===== config.mk =====
export PLATFORM = sky130hd
export DESIGN_NAME = room_loader
export DESIGN_NICKNAME = d
export VERILOG_FILES = /design/src/rtl/room_loader.sv
export SDC_FILE = /design/constraint.sdc
export NUM_CORES = 1
export LEC_CHECK = 0
export BUFFER_PORTS_ARGS = -buffer_cell sky130_fd_sc_hd__clkbuf_2
export CORE_AREA = 4 4 145 91
export DETAILED_ROUTE_END_ITERATION = 8
export DIE_AREA = 0 0 149 95
export PLACE_DENSITY = 0.75
export SLEW_MARGIN = 20
export SYNTH_ARGS = -nofsm -noshare
export SYNTH_HDL_FRONTEND = slang
export SYNTH_SLANG_ARGS = --single-unit

===== constraint.sdc =====
create_clock -name clk -period 2.1 [get_ports clk]
set_input_delay 0.42 -clock clk [delete_from_list [all_inputs] [get_ports clk]]
set_output_delay 0.42 -clock clk [all_outputs]
set_load 0.05 [all_outputs]

===== src/rtl/room_loader.sv =====
// room_loader: byte-stream command loader for the room cmd/rsp slave port.
// Parses 'R'/'W' frames from RX, issues one room command, and replies on TX.
//
// state  | meaning
// -------+-------------------------------------------------------------
// IDLE   | waiting for an opcode byte
// ADDR   | collecting AW/8 little-endian address bytes
// DATA   | collecting DW/8 little-endian write data bytes
// CMD    | command presented to room (CPU held) until response/timeout
// RESP   | selecting the reply bytes from the captured response
// TX     | sending reply bytes, RX back-pressured
module room_loader #(
   parameter int AW      = 32,
   parameter int DW      = 32,
   parameter int TIMEOUT = 255
) (
   input  logic            clk,
   input  logic            rst_n,
   input  logic            i_rx_valid,
   input  logic [7:0]      i_rx_data,
   output logic            o_rx_ready,
   output logic            o_tx_valid,
   output logic [7:0]      o_tx_data,
   input  logic            i_tx_ready,
   output logic            o_cmd_valid,
   output logic [AW-1:0]   o_cmd_addr,
   output logic            o_cmd_read,
   output logic [DW-1:0]   o_cmd_wdata,
   output logic [DW/8-1:0] o_cmd_wmask,
   input  logic            i_rsp_valid,
   input  logic            i_rsp_err,
   input  logic [DW-1:0]   i_rsp_rdata,
   output logic            o_busy
);

   localparam int NB   = DW / 8;
   localparam int AB   = AW / 8;
   localparam int CMAX = (AB > NB) ? AB : NB;
   localparam int CW   = $clog2(CMAX) + 1;
   localparam int TW   = $clog2(TIMEOUT + 1);

   localparam logic [7:0] C_RD  = 8'h52;
   localparam logic [7:0] C_WR  = 8'h57;
   localparam logic [7:0] C_BAD = 8'h3F;
   localparam logic [7:0] C_TMO = 8'h54;
   localparam logic [7:0] C_ERR = 8'h45;
   localparam logic [7:0] C_OK  = 8'h4B;

   typedef enum logic [2:0] {
      S_IDLE, S_ADDR, S_DATA, S_CMD, S_RESP, S_TX
   } state_t;

   state_t          r_state;
   logic [CW-1:0]   r_cnt;
   logic [TW-1:0]   r_tmo;
   logic [AW-1:0]   r_addr;
   logic            r_read;
   logic [DW-1:0]   r_wdata;
   logic [NB-1:0]   r_wmask;
   logic [DW-1:0]   r_rdata;
   logic            r_err;
   logic [7:0]      r_tx_data;
   logic [CW-1:0]   r_tx_idx;
   logic [CW-1:0]   r_tx_last;

   logic            w_rx_fire;
   logic            w_tx_fire;
   logic [CW-1:0]   w_tx_next;

   assign o_rx_ready  = (r_state == S_IDLE) || (r_state == S_ADDR) || (r_state == S_DATA);
   assign o_tx_valid  = (r_state == S_TX);
   assign o_cmd_valid = (r_state == S_CMD);
   assign o_busy      = (r_state != S_IDLE);
   assign o_tx_data   = r_tx_data;
   assign o_cmd_addr  = r_addr;
   assign o_cmd_read  = r_read;
   assign o_cmd_wdata = r_wdata;
   assign o_cmd_wmask = r_wmask;

   assign w_rx_fire = i_rx_valid && o_rx_ready;
   assign w_tx_fire = o_tx_valid && i_tx_ready;
   assign w_tx_next = r_tx_idx + 1'b1;

   // Frame parser, command issue, timeout and reply sequencing.
   always_ff @(posedge clk or negedge rst_n) begin
      if (!rst_n) begin
         r_state   <= S_IDLE;
         r_cnt     <= '0;
         r_tmo     <= '0;
         r_addr    <= '0;
         r_read    <= 1'b0;
         r_wdata   <= '0;
         r_wmask   <= '0;
         r_rdata   <= '0;
         r_err     <= 1'b0;
         r_tx_data <= '0;
         r_tx_idx  <= '0;
         r_tx_last <= '0;
      end else begin
         case (r_state)
            S_IDLE: begin
               if (w_rx_fire) begin
                  if (i_rx_data == C_RD || i_rx_data == C_WR) begin
                     r_read  <= (i_rx_data == C_RD);
                     r_cnt   <= '0;
                     r_state <= S_ADDR;
                  end else begin
                     r_tx_data <= C_BAD;
                     r_tx_idx  <= '0;
                     r_tx_last <= '0;
                     r_state   <= S_TX;
                  end
               end
            end
            S_ADDR: begin
               if (w_rx_fire) begin
                  r_addr[8*r_cnt +: 8] <= i_rx_data;
                  if (r_cnt == CW'(AB - 1)) begin
                     r_cnt <= '0;
                     if (r_read) begin
                        r_tmo   <= '0;
                        r_state <= S_CMD;
                     end else begin
                        r_state <= S_DATA;
                     end
                  end else begin
                     r_cnt <= r_cnt + 1'b1;
                  end
               end
            end
            S_DATA: begin
               if (w_rx_fire) begin
                  r_wdata[8*r_cnt +: 8] <= i_rx_data;
                  if (r_cnt == CW'(NB - 1)) begin
                     r_cnt   <= '0;
                     r_wmask <= '1;
                     r_tmo   <= '0;
                     r_state <= S_CMD;
                  end else begin
                     r_cnt <= r_cnt + 1'b1;
                  end
               end
            end
            S_CMD: begin
               // A response on the final timeout cycle still wins.
               if (i_rsp_valid) begin
                  r_err   <= i_rsp_err;
                  r_rdata <= i_rsp_rdata;
                  r_state <= S_RESP;
               end else if (r_tmo == TW'(TIMEOUT - 1)) begin
                  r_tx_data <= C_TMO;
                  r_tx_idx  <= '0;
                  r_tx_last <= '0;
                  r_state   <= S_TX;
               end else begin
                  r_tmo <= r_tmo + 1'b1;
               end
            end
            S_RESP: begin
               r_tx_idx <= '0;
               if (r_err) begin
                  r_tx_data <= C_ERR;
                  r_tx_last <= '0;
               end else if (r_read) begin
                  r_tx_data <= r_rdata[7:0];
                  r_tx_last <= CW'(NB - 1);
               end else begin
                  r_tx_data <= C_OK;
                  r_tx_last <= '0;
               end
               r_state <= S_TX;
            end
            S_TX: begin
               if (w_tx_fire) begin
                  if (r_tx_idx == r_tx_last) begin
                     r_state <= S_IDLE;
                  end else begin
                     r_tx_idx  <= w_tx_next;
                     r_tx_data <= r_rdata[8*w_tx_next +: 8];
                  end
               end
            end
            default: r_state <= S_IDLE;
         endcase
      end
   end

endmodule


---- Yosys cells after proc, flatten, opt, wreduce, memory -nomap -nowiden ----
Index checks and enable logic that the tools add are counted.
word-level totals
  register bits after elaboration ......... 127
  input port bits ......................... 46
  word-level logic and storage cells ...... 113
operators by class
  reductions and logical operators ........ 22
  equal/unequal tests ..................... 26
  add/sub/neg operators ................... 4
  mux-type cells .......................... 46
  shifts and indexed selects .............. 3
operator list
  operator                                                number
  2-to-1 mux 8 bit                                        15
  bitwise mux 32 bit                                      2
  2-to-1 mux 3 bit                                        20
  negator 6 -> 34 bit                                     1
  variable shift 8 x 34 -> 32 bit (first input constant)  1
  indexed part select 8 x 34 -> 32 bit                    1
  case mux 8 bit (4 select lines)                         1
  indexed part select 32 x 7 -> 8 bit                     1
  case mux 8 bit (3 select lines)                         1
  case mux 3 bit (6 select lines)                         1
  equality test 8 x 7 -> 1 bit (second input constant)    2
  inequality test 2 bit (second input constant)           8
  AND reduction 8 bit                                     2
  inequality test 2 x 1 -> 1 bit (second input constant)  7
  case mux 3 bit (4 select lines)                         1
  equality test 3 x 2 -> 1 bit (second input constant)    3
  case mux 3 bit (3 select lines)                         1
  nonzero test 3 bit                                      3
  adder 8 x 1 -> 8 bit (second input constant)            1
  equality test 8 bit (second input constant)             1
  AND reduction 7 bit                                     1
  adder 3 x 1 -> 3 bit (second input constant)            2
  equality test 3 bit (second input constant)             2
  case mux 3 bit (2 select lines)                         1
  other kinds (15)                                        22

---- Longest topological paths before layout ----
Gate-level depths: netlist (run 1).
  depth in word-level cells ............... 6
  depth in mapped cells ................... 9

---- Worst setup path before layout (run 1) ----
OpenSTA, ideal clock, no wires.
  path type ............................... flip-flop to flip-flop
  from .................................... register r_state[0]
  to ...................................... register r_state[0]
  stages on the path, launching flop included .. 8
  arrival time ............................ 2.238 ns
  required time ........................... 1.976 ns
  setup time .............................. 0.124 ns
  slack ................................... -0.262 ns
  path through ............................ dfrtp_1 -> buf_2 -> buf_2 -> a21oi_1 -> inv_1 -> o221ai_2 -> a211oi_1 -> a211o_1
between the ends
  longest elaborated chain between the ends .. 6
  elaborated cells between the ends (all ways) .. 20
RTL lines
  what                                                             RTL line  RTL
  start: declaration                                               53        state_t r_state;
  start signal: assignment                                         87        r_state <= S_IDLE;
  start signal: assignment                                         106       r_state <= S_ADDR;
  start signal: assignment                                         111       r_state <= S_TX;
  equality test 3 x 1 -> 1 bit or zero test 3 bit (tied branches)  70        assign o_rx_ready = (r_state == S_IDLE) || (r_state == S_ADDR) || (r_state == S_DATA);
  logical OR 1 bit                                                 70
  logical OR 1 bit *                                               70
  via o_rx_ready                                                   21        output logic o_rx_ready,
  logical AND 1 bit *                                              80        assign w_rx_fire = i_rx_valid && o_rx_ready;
  inequality test 2 bit (no line)                                  --
  AND reduction 8 bit (no line) *                                  --
Mark *: on every way through the listed nets, which the timed path passes. The rest lies on a longest branch.
A chain may end at the register's enable or synchronous reset.

---- Final worst setup path (run 1) ----
  from .................................... register r_state[0]
  to ...................................... output o_cmd_valid
between the ends
  longest elaborated chain between the ends .. 1
RTL lines
  what                          RTL line  RTL
  equality test 3 x 2 -> 1 bit  72        assign o_cmd_valid = (r_state == S_CMD);
  end: declaration              25        output logic o_cmd_valid,
No other way between the ends.

==> reports/metrics.csv, run 1 <==
metric,value,unit
combinational share of power,42.2,%
minimum clock period,2.02,ns
Pint,6.98,mW
drt total wl,14000,um
Pwr per Cell Area,1600,mW/mm^2
Mapped Nets,524,
Most used DFF post-synth,dfrtp_1,
number of global-route vias before repair,4362,
die area,0.0142,mm^2
# H-tree levels,4,
Worst-path clk slew,0.06,ns
sequential share of power,31.5,%
share of cells above drive strength 1,44.6,%
Worst Max-Slew Pin Slew,0.515,ns
"Avg Cell Area, Syn",12.0,um^2
hold slack final,0.239,ns
Initial Utilization,47.9,%
DR pass1 iterations,5,
# DRC,0,
crit-path max FO,7,
critical path class,register to output port,
count of flip-flops with a built-in enable after synthesis,0,
Final Max Tran Viols,0,
I/O pin cnt,127,
Sw Share,40.4,%
global-route wire length before repair,22500,um
row count,31,
Area after DPL,0.00663,mm^2
Root Buffer,clkbuf_16,
peak supply drop,0.000773,V
Global Route Usage Sum,20.6,%
RSZ-0062 raised after global routing,yes,
Achievable Freq,494,MHz
antenna-violating nets left,0,
later-pin clock latency in the skew report,0.41,ns
port buffer count,126,
clk sinks,125,
Final nets,675,
HPWL Detailed,10400,um
"Seq/Total Area, Yosys",55.0,%
Die X,149,um
Net Switching,4.74,mW
GRT overflow,0,
status,completed,
Hold Path Class,input pin to register,
initial DRC count,314,
Die Height,95,um
Final Setup Violations,0,
fill count,961,
Synth async-reset ratio,100,%
YS warnings,0,
Final Hold Violating Endpoints,0,
post-synthesis register bit count,125,
Setup crit start,r_state[0]$_DFFE_PN0P_,
Crit. End Element,output port,
Inserted Diodes,0,
setup TNS,0,ns
clock share of power,26.3,%
wire per inst,17.5,um
design area,0.00731,mm^2
Num CTS Buffers,17,
hold_sp,i_rsp_rdata[16],
largest net degree at the start of global routing,43,
r2r startpoint,r_cnt[0]$_DFFE_PN0P_,
CP arrival,1.60,ns
Vias,4271,
critical path launch point type,register,
TritonCTS clock tree,yes,
antenna violations before repair,0,
Clock Path Buffers,2,
Post-Synthesis Cells,472,
share of the clock period used by the worst path,96.3,%
routability cong.,0.787,
library cells used by synthesis,57,
clock skew,0.0117,ns
worst relative slew slack,65.6,%
vias per cell,5.34,
"Area growth, synth to finish",28.7,%
core region area,0.0119,mm^2
Worst Path Required,1.68,ns
mapped cell area,0.00568,mm^2
maxcap violations,0,
P_leak,3.64,nW
final timing paths:
check	endpoint	slack (ns)	depth (start not counted)
min in group asynchronous	r_rdata[9]$_DFFE_PN0P_	0.53	2
setup reg to reg	o_cmd_addr[22]$_DFFE_PN0P_	0.09	8
hold / removal	r_rdata[16]$_DFFE_PN0P_	0.24	2
setup / recovery	o_cmd_valid	0.08	4
hold reg to reg	o_cmd_wdata[17]$_DFFE_PN0P_	0.49	2
max in group asynchronous	r_tx_idx[2]$_DFFE_PN0P_	0.86	3
cell families after synthesis:
family	share of synthesized area (%)
compound gates	8.70
xor+xnor	1.39
fa+ha+maj	1.32
buf+inv	3.17
flops	55.0
mux	18.1
simple gates	12.3
placed cells by master, fill, tap and decap left out, drive strengths merged, types with 2 or more instances in the layout:
cell type,count
nor3,7
nand3,9
a211o,3
mux2,74
o221ai,2
ha,6
mux4,8
nand4,4
a21oi,11
clkinvlp,2
clkinv,4
and2,10
nor2b,6
clkbuf,142
and3,5
buf,30
nor2,16
nand2,60
o21ai,49
bufinv,4
dfrtp,125
and4,2
nand3b,3
xor2,8
or3,2
or2,2
nand2b,4
inv,15
a22oi,2
registers in the layout, summed over array words and instances, names as in the netlist:
signal	count
r_tx_idx	3
o_cmd_wdata	32
r_cnt	3
o_cmd_wmask	1
r_err	1
r_rdata	32
o_cmd_addr	32
r_tx_last	1
o_tx_data	8
r_state	3
o_cmd_read	1
r_tmo	8
metrics by stage:
| stage | std cells | total power [mW] | utilization [%] | setup slack (ns) |
|---|---|---|---|---|
| finish | 800 | 11.7 | 61.6 | 0.0772 |
| global route | 800 | 12.3 | 61.6 | -0.0107 |
| CTS | 799 | 11.7 | 61.4 | 0.00294 |
| detailed placement | 764 | 8.55 | 55.8 | -0.00659 |
| global placement | 764 | 8.37 | 55.8 | 0.0709 |
| floorplan | 472 | 7.27 | - | -0.0265 |
layer usage:
layer | wire length (um) | global-route usage [%] | vias up
li1 | - | - | 1975
met1 | 6430 | 29.1 | 2147
met2 | 6520 | 31.3 | 133
met3 | 935 | 5.71 | 16
met4 | 147 | 5.64 | 0
met5 | 0 | 0 | -
Yosys cell counts (2+ instances only):
master / n / share of area, %
dfrtp_1: 125 / 55
mux2_2: 70 / 14
nand2_1: 60 / 4.0
o21ai_0: 48 / 4.2
nor2_1: 16 / 1.1
inv_1: 12 / 0.79
a21oi_1: 11 / 0.97
buf_2: 11 / 0.97
and2_1: 9 / 0.99
mux4_2: 8 / 3.2
xor2_1: 8 / 1.2
nand3_1: 7 / 0.62
ha_1: 6 / 1.3
nor2b_1: 6 / 0.66
and3_1: 5 / 0.55
nor3_1: 5 / 0.44
clkbuf_1: 4 / 0.26
mux2_4: 4 / 1.1
nand2b_1: 4 / 0.44
nand4_1: 4 / 0.44
a211o_1: 3 / 0.46
buf_4: 3 / 0.40
buf_6: 3 / 0.59
nand3b_1: 3 / 0.40
a22oi_1: 2 / 0.26
and4_1: 2 / 0.31
nand3_2: 2 / 0.35
or3_1: 2 / 0.22
area by class of cell:
cell class | instances | area, um^2 | area share (%)
flip-flops and latches | 125 | 3130 | 42.8
clock inverters | 13 | 189 | 2.58
well taps | 165 | 206 | 2.82
repair buffers | 155 | 887 | 12.1
inverters | 12 | 45.0 | 0.616
multi-input cells | 312 | 2430 | 33.2
clock buffers | 18 | 429 | 5.87
repair_timing:
action / CTS / global route
gates resized for setup: 2 / 7
pin swaps: 1 / 2
hold endpoints to repair: 34 / 0
setup endpoints to repair: 9 / 23
hold buffers: 1 / 0
setup buffers: 3 / 1
worst max-delay path: stages, from the launching register on:
cell and delay [ns]:
dfrtp_1 0.40, buf_4 0.18, nand3b_1 0.15, inv_1 0.19, clkbuf_4 0.27
power by group through the flow:
stage          sequential, mW  clock, mW  combinational [mW]
3_3_place_gp             3.67          0                4.70
6_report                 3.70       3.08                4.95
2_1_floorplan            4.72          0                2.55
3_5_place_dp             3.72          0                4.83
4_1_cts                  3.68       3.13                4.88
5_1_grt                  3.78       3.24                5.31
Power figures use the tool's default switching activity.
==> inputs of run 2 (changes only) <==
- BUFFER_PORTS_ARGS: -buffer_cell sky130_fd_sc_hd__clkbuf_2 -> -buffer_cell sky130_fd_sc_hd__buf_2
- MAX_ROUTING_LAYER: not set -> met4
==> run 2 against run 1 <==
Compared with the run above: clock skew fell by 0.0033 ns; combinational power rose by 3%; fmax fell by 1.6%; cell count fell by 0.25%; final area rose by 1.1%; count of clock-buffer cells in the layout fell by 1; power rose by 2.5%; register-to-register slack got worse by 0.05 ns; non-clock buffer count fell by 1; global-route usage rose by 0.99 points; critical path type is now register to register; largest power group unchanged.
==> reports/metrics.csv, run 2 (same netlist as run 1, synthesis figures left out) <==
metric,value,unit
Worst-path clk slew,0.06,ns
most frequent cells in the layout,"buf_2, dfrtp_1, mux2_2, nand2_1, o21ai_0",
hold depth,2,
clock skew,0.00843,ns
Pwr per Cell Area,1630,mW/mm^2
Post-Layout Cell Count,798,
HPWL Detailed,10300,um
R2R depth,8,
Achievable Freq,487,MHz
Initial Utilization,47.9,%
CP arrival,2.32,ns
initial DRC count,321,
r2r startpoint,r_cnt[1]$_DFFE_PN0P_,
WHS Endpoint,r_rdata[9]$_DFFE_PN0P_,
drt total wl,14600,um
share of cells above drive strength 1,45.2,%
port buffer count,126,
TritonCTS clock tree,yes,
met3 WL,711,um
I/O pin cnt,127,
Die X,149,um
peak supply drop,0.000798,V
critical path class,register to register,
core region area,0.0119,mm^2
clk sinks,125,
global-route wire length before repair,23000,um
die area,0.0142,mm^2
maxcap violations,0,
vias per cell,5.46,
reg2reg end,o_cmd_addr[22]$_DFFE_PN0P_,
Worst Max-Slew Pin Slew,0.512,ns
Layout Utilization,62.3,%
number of global-route vias before repair,4459,
antenna-violating nets left,0,
sequential share of power,30.9,%
Met1 Wirelength,6730,um
metal2 WL,7030,um
crit path buf inv count,1,
placed insts,761,
crit-path max FO,16,
"Cell Chain, Critical Path",inv_2 > ha_4 > ha_4 > nor2b_4 > o2111a_1 > nand2_1 > nand2_1 > o21ai_0,
Worst Path Required,2.36,ns
minimum clock period,2.06,ns
clock share of power,26.6,%
Vias,4355,
Inserted Diodes,0,
"Area growth, synth to finish",30.1,%
Die Height,95,um
CP top delay family,simple AND/OR/NAND/NOR gates,
r2r setup slk,0.04,ns
DR pass1 iterations,5,
Pint,7.18,mW
RSZ-0062 raised after global routing,yes,
Hold Path Class,input pin to register,
antenna violations before repair,0,
Num CTS Buffers,17,
status,completed,
Sw Share,40.2,%
Final Max Tran Viols,0,
P_leak,3.71,nW
Power Total,12.0,mW
combinational share of power,42.5,%
Crit. End Element,register,
DR top layer,met4,
setup TNS,0,ns
# H-tree levels,4,
Net Switching,4.84,mW
worst relative slew slack,65.9,%
Final Setup Violations,0,
"most common cell after layout, fill and taps aside",buf_2,
critical path launch point type,register,
largest stage delay on the critical path,0.36,ns
Final nets,674,
hold_sp,i_rsp_rdata[9],
CP max-delay cell,dfrtp_1,
routability cong.,0.801,
later-pin clock latency in the skew report,0.41,ns
# DRC,0,
largest net degree at the start of global routing,53,
Final Hold Violating Endpoints,0,
Root Buffer,clkbuf_16,
row count,31,
Global Route Usage Sum,21.5,%
GRT overflow,0,
share of the clock period used by the worst path,97.9,%
Clock Path Buffers,2,
wire per inst,18.3,um
run 2: cell count changes in the layout (fill, tap and decap cells not counted), moves of 2 or more:
cell      previous run  this run
buf_2                0       125
inv_2                0         2
mux2_2              69        62
buf_4               27        23
buf_12               2         4
clkbuf_2           123         0
mux2_4               5        12
clkinv_4             2         4
inv_1               12        10
run 2: layer usage:
layer | up-vias | track usage [%]
met5 | - | -
met4 | 0 | 6.09
met3 | 14 | 4.51
met2 | 145 | 32.3
met1 | 2224 | 30.0
li1 | 1972 | -
run 2: layout make-up:
class,instances,area [um^2]
inverters,12,45.0
flip-flops and latches,125,3130
fillers,908,4470
multi-input cells,312,2470
repair buffers,154,900
well taps,165,206
clock buffers,17,425
clock inverters,13,215
run 2: worst max-delay path by stage:
stage | from | to | cells past startpoint
after floorplan | r_cnt[0]$_DFFE_PN0P_ | o_cmd_addr[11]$_DFFE_PN0P_ | 7
after global placement | r_cnt[1]$_DFFE_PN0P_ | o_cmd_addr[9]$_DFFE_PN0P_ | 8
after detailed placement | r_cnt[1]$_DFFE_PN0P_ | o_cmd_addr[11]$_DFFE_PN0P_ | 8
after CTS | r_state[0]$_DFFE_PN0P_ | o_busy | 4
after global routing | r_cnt[0]$_DFFE_PN0P_ | o_cmd_addr[19]$_DFFE_PN0P_ | 8
final | r_cnt[1]$_DFFE_PN0P_ | o_cmd_addr[22]$_DFFE_PN0P_ | 8
run 2: power groups by stage:
stage,clock [mW],combinational [mW],sequential [mW]
after floorplan,0,2.55,4.72
after global placement,0,4.68,3.67
after detailed placement,0,4.84,3.73
after CTS,3.23,4.91,3.69
after global routing,3.37,5.45,3.80
final,3.20,5.11,3.71
run 2: stage by stage:
stage / setup WS (ns) / area (um^2) / hold WS, ns
4_1_cts: 0.0222 / 7300 / 0.229
2_1_floorplan: -0.0265 / 5720 / 0.124
3_3_place_gp: 0.0690 / 6620 / 0.417
5_1_grt: -0.0795 / 7390 / 0.229
3_5_place_dp: -0.0235 / 6620 / 0.422
6_report: 0.0446 / 7390 / 0.235
run 2: timing repair:
action / in CTS / in global routing
setup endpoints to repair: 10 / 52
endpoints found under the hold margin: 25 / 0
hold buffers: 1 / 0
gates resized for setup: 2 / 15
pin swaps: 1 / 5
setup buffers: 3 / 3
==> inputs of run 3 (changes only) <==
- BUFFER_PORTS_ARGS: -buffer_cell sky130_fd_sc_hd__buf_2 -> not set
- CORE_AREA: 4 4 145 91 -> 2 2 132 83
- DIE_AREA: 0 0 149 95 -> 0 0 134 85
- DONT_BUFFER_PORTS: not set -> 1
- HOLD_SLACK_MARGIN: not set -> 0.08
- PLACE_DENSITY: 0.75 -> 0.74
==> run 3 against run 2 <==
Compared with the run above: the flow now finishes with violations (negative hold slack); setup slack worse by 0.010 ns; power is 4.4% lower; critical path depth is 4 lower; largest cell class unchanged; largest power group is now registers.
==> reports/metrics.csv, run 3 (same netlist as run 1, synthesis figures left out) <==
metric,value,unit
"Area growth, synth to finish",19.0,%
Setup crit start,r_state[1]$_DFFE_PN0P_,
Pint,6.93,mW
Area after DPL,0.00599,mm^2
Achievable Freq,484,MHz
antenna violations before repair,1,
Final Setup Violations,0,
reg2reg end,o_cmd_addr[15]$_DFFE_PN0P_,
# H-tree levels,4,
TritonCTS clock tree,yes,
GRT overflow,0,
port buffer count,0,
wire per inst,20.1,um
crit-path max FO,5,
worst relative slew slack,64.8,%
register area,0.00313,mm^2
core region area,0.0102,mm^2
initial DRC count,306,
"most common cell after layout, fill and taps aside",dfrtp_1,
CP arrival,1.65,ns
sequential share of power,42.4,%
r2r setup slk,0.06,ns
Layout Utilization,66.3,%
crit path capture,o_busy,
# DRC,0,
Sw Share,39.7,%
Initial Utilization,55.7,%
HPWL Detailed,9070,um
design area,0.00676,mm^2
R2R depth,8,
Die X,134,um
Crit. End Element,output port,
Num CTS Buffers,17,
most frequent cells in the layout,"dfrtp_1, mux2_2, nand2_1, o21ai_0, buf_4",
failing checks,negative hold slack,
Worst Max-Slew Pin Slew,0.528,ns
multi-input logic area,0.00246,mm^2
row count,29,
Global Route Usage Sum,24.8,%
number of global-route vias before repair,3968,
r2r startpoint,r_cnt[1]$_DFFE_PN0P_,
Worst Path Required,1.68,ns
maxcap violations,0,
fill count,730,
critical path class,register to output port,
later-pin clock latency in the skew report,0.41,ns
Worst-path clk slew,0.06,ns
status,"complete, but fails checks",
DR pass1 iterations,4,
Root Buffer,clkbuf_16,
Net Switching,4.57,mW
Pwr per Cell Area,1700,mW/mm^2
I/O pin cnt,127,
critical path launch point type,register,
RSZ-0062 raised after global routing,yes,
drt total wl,13200,um
largest net degree at the start of global routing,126,
Hold Path Class,input pin to asynchronous set/reset pin,
share of the clock period used by the worst path,98.4,%
routability cong.,0.874,
antenna-violating nets left,0,
clock share of power,27.3,%
hold slack final,-0.294,ns
Final nets,555,
Clock Path Buffers,2,
Final Hold Violating Endpoints,125,
peak supply drop,0.000849,V
clock skew,0.0103,ns
Die Height,85,um
Vias,3839,
Final Max Tran Viols,0,
combinational share of power,30.4,%
final worst slack,0.0344,ns
global-route wire length before repair,20900,um
P_leak,3.13,nW
die area,0.0114,mm^2
clk sinks,125,
share of cells above drive strength 1,32.2,%
Placement Setup Slack,-0.0257,ns
vias per cell,5.85,
minimum clock period,2.07,ns
-- run 3: cell count changes in the layout (fill, tap and decap cells not counted), moves of 2 or more --
cell      before  now
buf_2        125    0
buf_4         23   29
buf_6          1    3
clkbuf_1       0    3
clkbuf_8       0    3
clkinv_4       4    1
-- run 3: routing by layer --
layer	global-route usage (%)	wire, um
met1	32.6	5760
met2	35.3	6140
met3	8.54	1120
met4	10.3	151
met5	-	0
-- run 3: metrics by stage --
stage / power [mW] / cells / setup TNS (ns)
final: 11.5 / 656 / 0
after global placement: 8.00 / 614 / 0
after global routing: 12.1 / 656 / -0.389
after CTS: 11.4 / 650 / 0
after detailed placement: 8.15 / 614 / -0.117
after floorplan: 7.27 / 472 / -0.185
-- run 3: power groups by stage --
stage | sequential (mW) | clock, mW | combinational (mW)
finish | 4.87 | 3.14 | 3.49
global route | 4.95 | 3.31 | 3.79
CTS | 4.86 | 3.18 | 3.35
detailed placement | 4.92 | 0 | 3.23
global placement | 4.89 | 0 | 3.11
floorplan | 4.72 | 0 | 2.55
-- run 3: layout make-up --
cell class	instances	share of cell area, %
repair buffers	35	4.61
inverters	12	0.666
diodes	1	0.0370
clock inverters	9	2.33
multi-input cells	312	36.4
well taps	139	2.57
flip-flops and latches	125	46.3
clock buffers	23	7.07
-- run 3: worst min path at each step --
stage / start / cells after the start / endpoint / slack (ns)
final: rst_n / 0 / r_rdata[30]$_DFFE_PN0P_ / -0.29
after global routing: rst_n / 0 / r_rdata[27]$_DFFE_PN0P_ / -0.32
after CTS: rst_n / 0 / r_rdata[27]$_DFFE_PN0P_ / -0.31
after detailed placement: rst_n / 0 / r_rdata[27]$_DFFE_PN0P_ / 0.13
after global placement: rst_n / 0 / r_rdata[27]$_DFFE_PN0P_ / 0.13
after floorplan: rst_n / 0 / o_cmd_addr[0]$_DFFE_PN0P_ / 0.12
-- run 3: timing repair --
item | 4_1_cts | 5_1_grt
endpoints found under the hold margin | 125 | 125
gates resized for setup | 2 | 15
pin swaps | 0 | 4
buffers inserted | 4 | 5
endpoints found under the setup margin | 11 | 35
-- run 3: worst max-delay path, stage by stage, from the launching register on --
cell	delay, ns
dfrtp_2	0.42
buf_4	0.17
nor3_1	0.32
inv_1	0.11
buf_4	0.21
